**src/rtl/seq_alu_core.sv**
```systemverilog
// seq_alu_core: multi-cycle arithmetic engine. It performs add, sub, a signed
// Booth radix-2 multiply and a non-restoring divide on WIDTH-bit operands.
//
// Optional build macro: SEQ_ALU_SIGNED_DIV_EN
//   - When defined, op 11 is a signed divide.
//   - The quotient truncates toward zero and the remainder takes the sign of a.
//   - This adds one SFIX cycle.
//
// Ports:
//   clk        in   rising-edge clock
//   rst        in   asynchronous, active-high reset
//   start      in   request, sampled only in IDLE
//   op         in   00 add, 01 sub, 10 mul, 11 div
//   a, b       in   operands, captured on the accept edge
//   busy       out  high whenever the FSM is not in IDLE
//   done       out  one-cycle completion pulse
//   result_hi  out  product high half / remainder / sign extension
//   result_lo  out  sum, product low half or quotient
//   ovf        out  signed overflow (add/sub only)
//   div_zero   out  divisor was zero (divide only)
module seq_alu_core #(
    parameter int unsigned WIDTH = 8
) (
    input  logic             clk,
    input  logic             rst,
    input  logic             start,
    input  logic [1:0]       op,
    input  logic [WIDTH-1:0] a,
    input  logic [WIDTH-1:0] b,
    output logic             busy,
    output logic             done,
    output logic [WIDTH-1:0] result_hi,
    output logic [WIDTH-1:0] result_lo,
    output logic             ovf,
    output logic             div_zero
);

    localparam int unsigned CNT_W = $clog2(WIDTH) + 1;
    localparam int unsigned AW    = WIDTH + 1;

    typedef enum logic [2:0] {
        S_IDLE  = 3'd0,
        S_LOAD  = 3'd1,
        S_EXEC  = 3'd2,
        S_MITER = 3'd3,
        S_DITER = 3'd4,
        S_CORR  = 3'd5,
        S_OUT   = 3'd6
`ifdef SEQ_ALU_SIGNED_DIV_EN
        , S_SFIX = 3'd7
`endif
    } state_t;

    state_t             r_state;
    state_t             w_next;
    logic [1:0]         r_op;
    logic [WIDTH-1:0]   r_a;
    logic [WIDTH-1:0]   r_b;
    logic [AW-1:0]      r_acc;
    logic [WIDTH-1:0]   r_q;
    logic               r_q1;
    logic [CNT_W-1:0]   r_cnt;
    logic               r_dz;
    logic               r_busy;
    logic               r_done;
    logic [WIDTH-1:0]   r_hi;
    logic [WIDTH-1:0]   r_lo;
    logic               r_ovf;
    logic               r_dzo;
`ifdef SEQ_ALU_SIGNED_DIV_EN
    logic               r_neg_q;
    logic               r_neg_r;
    logic [WIDTH-1:0]   w_a_abs;
    logic [WIDTH-1:0]   w_b_abs;
`endif

    logic [AW-1:0]      w_b_sext;
    logic [AW-1:0]      w_b_zext;
    logic [AW-1:0]      w_addsub;
    logic [AW-1:0]      w_m_sum;
    logic [AW-1:0]      w_d_shift;
    logic [AW-1:0]      w_d_sum;
    logic               w_is_div;

    assign busy      = r_busy;
    assign done      = r_done;
    assign result_hi = r_hi;
    assign result_lo = r_lo;
    assign ovf       = r_ovf;
    assign div_zero  = r_dzo;

    assign w_is_div  = (r_op == 2'b11);
    assign w_b_sext  = {r_b[WIDTH-1], r_b};
    assign w_b_zext  = {1'b0, r_b};

    // Add/sub is computed at WIDTH+1 bits, so bit WIDTH is the true sign.
    assign w_addsub  = r_op[0] ? ({r_a[WIDTH-1], r_a} - w_b_sext)
                               : ({r_a[WIDTH-1], r_a} + w_b_sext);

`ifdef SEQ_ALU_SIGNED_DIV_EN
    assign w_a_abs   = r_a[WIDTH-1] ? WIDTH'(-r_a) : r_a;
    assign w_b_abs   = r_b[WIDTH-1] ? WIDTH'(-r_b) : r_b;
`endif

    // Booth recode on {Q0, Q-1}.
    // The accumulator is WIDTH+1 bits wide so that subtracting the most
    // negative b cannot overflow.
    always_comb begin
        w_m_sum = r_acc;
        case ({r_q[0], r_q1})
            2'b10:   w_m_sum = r_acc - w_b_sext;
            2'b01:   w_m_sum = r_acc + w_b_sext;
            default: w_m_sum = r_acc;
        endcase
    end

    // Non-restoring step.
    // Shift first, then add or subtract b chosen by the pre-shift sign.
    assign w_d_shift = {r_acc[WIDTH-1:0], r_q[WIDTH-1]};
    assign w_d_sum   = r_acc[WIDTH] ? (w_d_shift + w_b_zext)
                                    : (w_d_shift - w_b_zext);

    // Next-state logic
    always_comb begin
        w_next = r_state;
        case (r_state)
            S_IDLE:  if (start) w_next = S_LOAD;
            S_LOAD: begin
                if (!r_op[1])         w_next = S_EXEC;
                else if (!r_op[0])    w_next = S_MITER;
                else if (r_b == '0)   w_next = S_OUT;
                else                  w_next = S_DITER;
            end
            S_EXEC:  w_next = S_OUT;
            S_MITER: if (r_cnt == CNT_W'(1)) w_next = S_OUT;
            S_DITER: if (r_cnt == CNT_W'(1)) w_next = S_CORR;
`ifdef SEQ_ALU_SIGNED_DIV_EN
            S_CORR:  w_next = S_SFIX;
            S_SFIX:  w_next = S_OUT;
`else
            S_CORR:  w_next = S_OUT;
`endif
            S_OUT:   w_next = S_IDLE;
            default: w_next = S_IDLE;
        endcase
    end

    // State register with registered busy/done.
    // done is driven from the OUT cycle, so it appears on the edge leaving OUT.
    always_ff @(posedge clk or posedge rst) begin
        if (rst) begin
            r_state <= S_IDLE;
            r_busy  <= 1'b0;
            r_done  <= 1'b0;
        end else begin
            r_state <= w_next;
            r_busy  <= (w_next != S_IDLE);
            r_done  <= (r_state == S_OUT);
        end
    end

    // Datapath and result registers
    always_ff @(posedge clk or posedge rst) begin
        if (rst) begin
            r_op    <= '0;
            r_a     <= '0;
            r_b     <= '0;
            r_acc   <= '0;
            r_q     <= '0;
            r_q1    <= 1'b0;
            r_cnt   <= '0;
            r_dz    <= 1'b0;
            r_hi    <= '0;
            r_lo    <= '0;
            r_ovf   <= 1'b0;
            r_dzo   <= 1'b0;
`ifdef SEQ_ALU_SIGNED_DIV_EN
            r_neg_q <= 1'b0;
            r_neg_r <= 1'b0;
`endif
        end else begin
            case (r_state)
                S_IDLE: begin
                    if (start) begin
                        r_op <= op;
                        r_a  <= a;
                        r_b  <= b;
                    end
                end
                S_LOAD: begin
                    r_acc <= '0;
                    r_q   <= r_a;
                    r_q1  <= 1'b0;
                    r_cnt <= CNT_W'(WIDTH);
                    r_dz  <= w_is_div && (r_b == '0);
                    r_hi  <= '0;
                    r_lo  <= '0;
                    r_ovf <= 1'b0;
                    r_dzo <= 1'b0;
`ifdef SEQ_ALU_SIGNED_DIV_EN
                    // Divide runs on magnitudes; the signs are applied in SFIX.
                    if (w_is_div) begin
                        r_q     <= w_a_abs;
                        r_b     <= w_b_abs;
                        r_neg_q <= r_a[WIDTH-1] ^ r_b[WIDTH-1];
                        r_neg_r <= r_a[WIDTH-1];
                    end
`endif
                end
                S_EXEC: r_acc <= w_addsub;
                S_MITER: begin
                    r_acc <= {w_m_sum[AW-1], w_m_sum[AW-1:1]};
                    r_q   <= {w_m_sum[0], r_q[WIDTH-1:1]};
                    r_q1  <= r_q[0];
                    r_cnt <= r_cnt - CNT_W'(1);
                end
                S_DITER: begin
                    r_acc <= w_d_sum;
                    r_q   <= {r_q[WIDTH-2:0], ~w_d_sum[AW-1]};
                    r_cnt <= r_cnt - CNT_W'(1);
                end
                S_CORR: if (r_acc[WIDTH]) r_acc <= r_acc + w_b_zext;
`ifdef SEQ_ALU_SIGNED_DIV_EN
                S_SFIX: begin
                    if (r_neg_q) r_q   <= WIDTH'(-r_q);
                    if (r_neg_r) r_acc <= AW'(-r_acc);
                end
`endif
                S_OUT: begin
                    if (!r_op[1]) begin
                        r_lo  <= r_acc[WIDTH-1:0];
                        r_hi  <= {WIDTH{r_acc[WIDTH]}};
                        r_ovf <= r_acc[WIDTH] ^ r_acc[WIDTH-1];
                    end else if (r_dz) begin
                        r_lo  <= '1;
                        r_hi  <= r_a;
                        r_dzo <= 1'b1;
                    end else begin
                        r_lo  <= r_q;
                        r_hi  <= r_acc[WIDTH-1:0];
                    end
                end
                default: ;
            endcase
        end
    end

endmodule
```
**config.mk**
```make
export PLATFORM = sky130hd
export DESIGN_NAME = seq_alu_core
export DESIGN_NICKNAME = d
export VERILOG_FILES = /design/src/rtl/seq_alu_core.sv
export SDC_FILE = /design/constraint.sdc
export NUM_CORES = 1
export LEC_CHECK = 0
export CORE_ASPECT_RATIO = 1.1
export CORE_MARGIN = 1
export CORE_UTILIZATION = 50
export DETAILED_ROUTE_END_ITERATION = 6
export PLACE_DENSITY_LB_ADDON = 0.2
export SLEW_MARGIN = 10
export SYNTH_ARGS = -nofsm -noshare
export SYNTH_HDL_FRONTEND = slang
export SYNTH_SLANG_ARGS = --single-unit
```
**constraint.sdc**
```tcl
create_clock -name clk -period 3.95 [get_ports clk]
set_input_delay 0.9875 -clock clk [delete_from_list [all_inputs] [get_ports clk]]
set_output_delay 0.9875 -clock clk [all_outputs]
set_load 0.05 [all_outputs]
```
Word-level counts from Yosys, hierarchy flattened
Index checks and enable logic that the tools add are counted.

Add/subtract/negate cells: 8. Muxes and demuxes: 26. Bitwise operators: 2. Reduce and logical (&&, ||, !) cells: 15. Equal/unequal tests: 14.

Operators with widths (number): one-hot mux 9 bit (5 select lines) (1); two-way mux 8 bit (4); one-hot mux 8 bit (2 select lines) (2); two-way mux 9 bit (3); one-hot mux 8 bit (3 select lines) (1); adder 9 x 8 -> 9 bit (2); one-hot mux 9 bit (2 select lines) (1); two-way mux 3 bit (5); one-hot mux 3 bit (5 select lines) (1); adder 8 x 8 -> 9 bit (1); adder 9 bit (1); equality test 3 bit, second input constant (3); subtractor 8 x 8 -> 9 bit (1); subtractor 9 x 8 -> 9 bit (1); subtractor 9 bit (1); logical NOT 8 bit (1); inequality test 2 bit, second input constant (4); one-hot mux 4 bit (2 select lines) (1); equality test 3 x 2 -> 1 bit, second input constant (2); one-hot mux 1 bit (2 select lines) (3); AND reduction 2 bit (3); nonzero test 2 bit (3); nonzero test 3 bit (2); nonzero test 5 bit (1); 13 further kinds (17).

Logic and storage cells: 81. Input port bits: 21. Bits in registers: 64.

Longest topological paths before layout
Depth after elaboration: 6. Depth in mapped cells: 14.

Worst setup path after synthesis
No wires, ideal clock.

Path kind: reg-to-reg. From: reg r_b[1]. To: reg r_acc[7]. Slack: 0.857 ns. Buffers on the path: 0. Data required time: 3.812 ns. Arrival: 2.955 ns. Stages on the path, launching flop included: 14. Cells stage by stage: dfrtp_1 -> inv_1 -> ha_1 -> or3b_4 -> nor3_1 -> nor2_1 -> xor2_1 -> ha_1 -> or4_1 -> o221ai_1 -> xor2_1 -> nor2_1 -> a221oi_1 -> o211ai_1.

Word-level cells in the longest chain between the ends: 3. Elaborated cells on any way between the ends: 12. Those cells by class: 7 x add/sub; 5 x mux.

Ends and longest elaborated chain: from (decl) (line 58) `logic [WIDTH-1:0] r_b;`; from (signal assigned) (line 167) `r_b <= '0;`; from (signal assigned) (line 187) `r_b <= b;`; adder 9 bit, or another cell as far along (line 112) `2'b01: w_m_sum = r_acc + w_b_sext;`; one-hot mux 9 bit (2 select lines), or another cell as far along (line 110) `case ({r_q[0], r_q1})`; one-hot mux 9 bit (5 select lines) (*) (line 182) `case (r_state)`; to (signal assigned) (line 210) `S_EXEC: r_acc <= w_addsub;`; to (signal assigned) (line 212) `r_acc <= {w_m_sum[AW-1], w_m_sum[AW-1:1]};`; to (signal assigned) (line 218) `r_acc <= w_d_sum;`; to (decl) (line 59) `logic [AW-1:0] r_acc;`.

Mark *: on every way between the ends. The rest lies on a longest branch, timed or not. The select of a mux whose other input is x is not followed. A chain may end at the register's enable or synchronous reset.

Worst setup path in the final report
From: reg r_b[2]. To: reg r_acc[7].

The elaborated chain is that of the path after synthesis.

==> flow_summary.ini <==
[run_status]
status = finished, violations left
violations = design-rule violations

[detailed_routing]
dr.pass1.iters = 7
wire_per_inst_microns = 20.19
num_vias = 4460
remaining_drc_errors = 3
drt_iter0_markers = 353
routed_wl_microns = 14580
vias_per_cell = 6.177
postRouteAntennaNets = 0

[critical_path]
critPathRequiredTime_ns = 4.18
critPathKind = flip-flop to flip-flop
cpPeakStageDelay_ns = 0.49
cp-end-kind = flip-flop
cp_slowest_cell = dfrtp_1
path_cells = nor3_2, nor3b_1, nor3b_1, nor2_1, xor2_1, ha_1, a21o_1, a31o_2, a21oi_1, xor2_1, nor3_1, o21ai_1, o211ai_1
startpoint_type = flip-flop
cp_max_fo = 8
crit_arrival_ns = 3.71

[sta]
fin_ws_ns = 0.4647
fin_crit_sh_pct = 88.24
grt_setup_unrepaired = false
slew_headroom_pct = 45.56
maxSlewViolCount = 0
clock.fmax_mhz = 286.9
finalSetupViolCount = 0
hold_violations = 0
finalCriticalPeriod_ns = 3.485
fin_skew_ns = 0.01449
setup-tns-final_ns = 0
worst_slew_pin_slew_ns = 0.8166

[cts]
cts_made_buffers = 9
clk_pin_slew_worst_paths_ns = 0.07
ctsHoldBuffers = 0
cts_resized = 0
cts_setup_buffers = 0
cts_root_buf = clkbuf_8
htree_levels = 3
clock-sinks = 64
cts_tree = done
clock_latency_ns = 0.36
cts_max_path_buffers = 2

[placement]
hpwlAfterDp_microns = 11100
port-buffer-count = 40
dp_slack_ns = 0.5623
gp_congestion = 0.9776
placed_area_sq_um = 5530

[global_routing]
grt_pass1_vias = 4395
antenna_found_initial = 0
grt_max_degree = 40
grt_pass1_wl_microns = 23080
grt_use_total_pct = 28.86
overflow = 0

[synth]
yosysTopAreaCellShare_pct = 31.43
syn_inst = 565
synth_edf_count = 0
syn_nets = 627
synth_area_sq_um = 5096
seq_area_frac_synth_pct = 31.43
synthFlopType = dfrtp_1
synth_commonest_cells = dfrtp_1, nand2_1, nor2_1
synth.most_common_cell = dfrtp_1
ys_ff_latch = 64
async_flop_share_pct = 100.0
yosysWarningCount = 0
syn_avg_cell_area_sq_um = 9.020
synth_area_leaders = dfrtp_1, ha_1, o21ai_0
ys_types = 70
synth_top_area_cell = dfrtp_1

[floorplanning]
die_y_microns = 107.9
io_pins = 41
core_region_area_sq_um = 9889
num_rows = 38
fp.dieArea_sq_um = 10600
die_x_microns = 98.26
initial_utilization_pct = 51.53

[hold_path]
hold_class = flip-flop to flip-flop

[flow_run]
cap_violations = 0

[finish]
area_growth_pct = 13.18
drive_gt1_share_pct = 10.13
nNetsFinal = 659
stdcell_area_sq_um = 5768
fill_cells = 886
diodes = 0
## sequential cells by signal, indices dropped and copies added, names as in the netlist
| signal | flops |
|---|---|
| r_acc | 9 |
| r_a | 8 |
| r_b | 8 |
| r_q | 8 |
| result_hi | 8 |
| result_lo | 8 |
| r_cnt | 4 |
| r_state | 3 |
| r_op | 2 |
| busy | 1 |
| div_zero | 1 |
| done | 1 |
| ovf | 1 |
| r_dz | 1 |
| r_q1 | 1 |
## critical path: cells and delay by family (launching register included)
kind | cells | cell delay (ns)
AO/OA/AOI/OAI | 5 | 0.82
adder cells (fa/ha/maj) | 1 | 0.34
flip-flops | 1 | 0.49
AND/OR/NAND/NOR | 5 | 1.31
XOR/XNOR | 2 | 0.38
## cell families after synthesis
logic type,count (synthesis),share of synthesized area [%]
adders and majority gates,41,10.66
xor gates and xnor gates,41,7.194
muxes,39,8.077
buffers and inverters,48,5.426
AOI/OAI and AO/OA,165,21.46
and+or+nand+nor,167,15.76
DFF,64,31.43
## layout by cell type (no fill, tap or decap), types with 6 or more instances in the layout
master and instances:
dfrtp_1 64, mux2i_1 22, clkbuf_8 11, clkdlybuf4s50_1 40
xnor2_1 20, buf_4 12, o211ai_1 8, nand2b_1 8
a21oi_1 22, o21a_1 9, ha_1 37, xor2_1 20
mux2_2 17, a21o_1 8, o21ai_0 49, o22ai_1 10
nor3b_1 7, nor2b_1 6, nand2_1 57, nor3_1 9
nor2_1 54, a211oi_1 12, a22o_1 9, inv_1 15
## through the flow
step | cells | hold WS, ns | util (%)
after floorplan | 565 | 0.4537 | -
after global placement | 706 | 0.4632 | 55.92
after detailed placement | 706 | 0.4693 | 55.92
after CTS | 722 | 0.4857 | 58.32
after global routing | 722 | 0.5131 | 58.32
final | 722 | 0.4773 | 58.32
## layout make-up
class,instances,area (sq um),area share (%)
clock buffers,11,151.4,2.625
clock inverters,5,86.33,1.497
inverters,17,63.81,1.106
multi-input cells,453,3224,55.90
flip-flops and latches,64,1602,27.77
well taps,120,150.1,2.603
repair buffers,52,490.5,8.503
## layer usage
metal	part of all wire [%]	vias to the layer above	global-route usage (%)
met5	0	-	0
met4	4.3	0	16.31
met3	5.2	44	4.156
met2	49	168	49.90
met1	41	2143	34.42
li1	-	2105	-
## path summary, 6_finish.rpt
check	startpoint	to	slack [ns]	cells past startpoint
min in group asynchronous	rst	r_a[0]	1.10	2
hold reg to reg	result_lo[5]	result_lo[5]	0.48	2
hold / removal	result_lo[5]	result_lo[5]	0.48	2
setup reg to reg	r_b[2]	r_acc[7]	0.46	13
setup / recovery	r_b[2]	r_acc[7]	0.46	13
max in group asynchronous	rst	r_q1	2.10	3
Power is not shown: default switching activity piles up to over one toggle a cycle in this logic, so the estimate is an artifact.
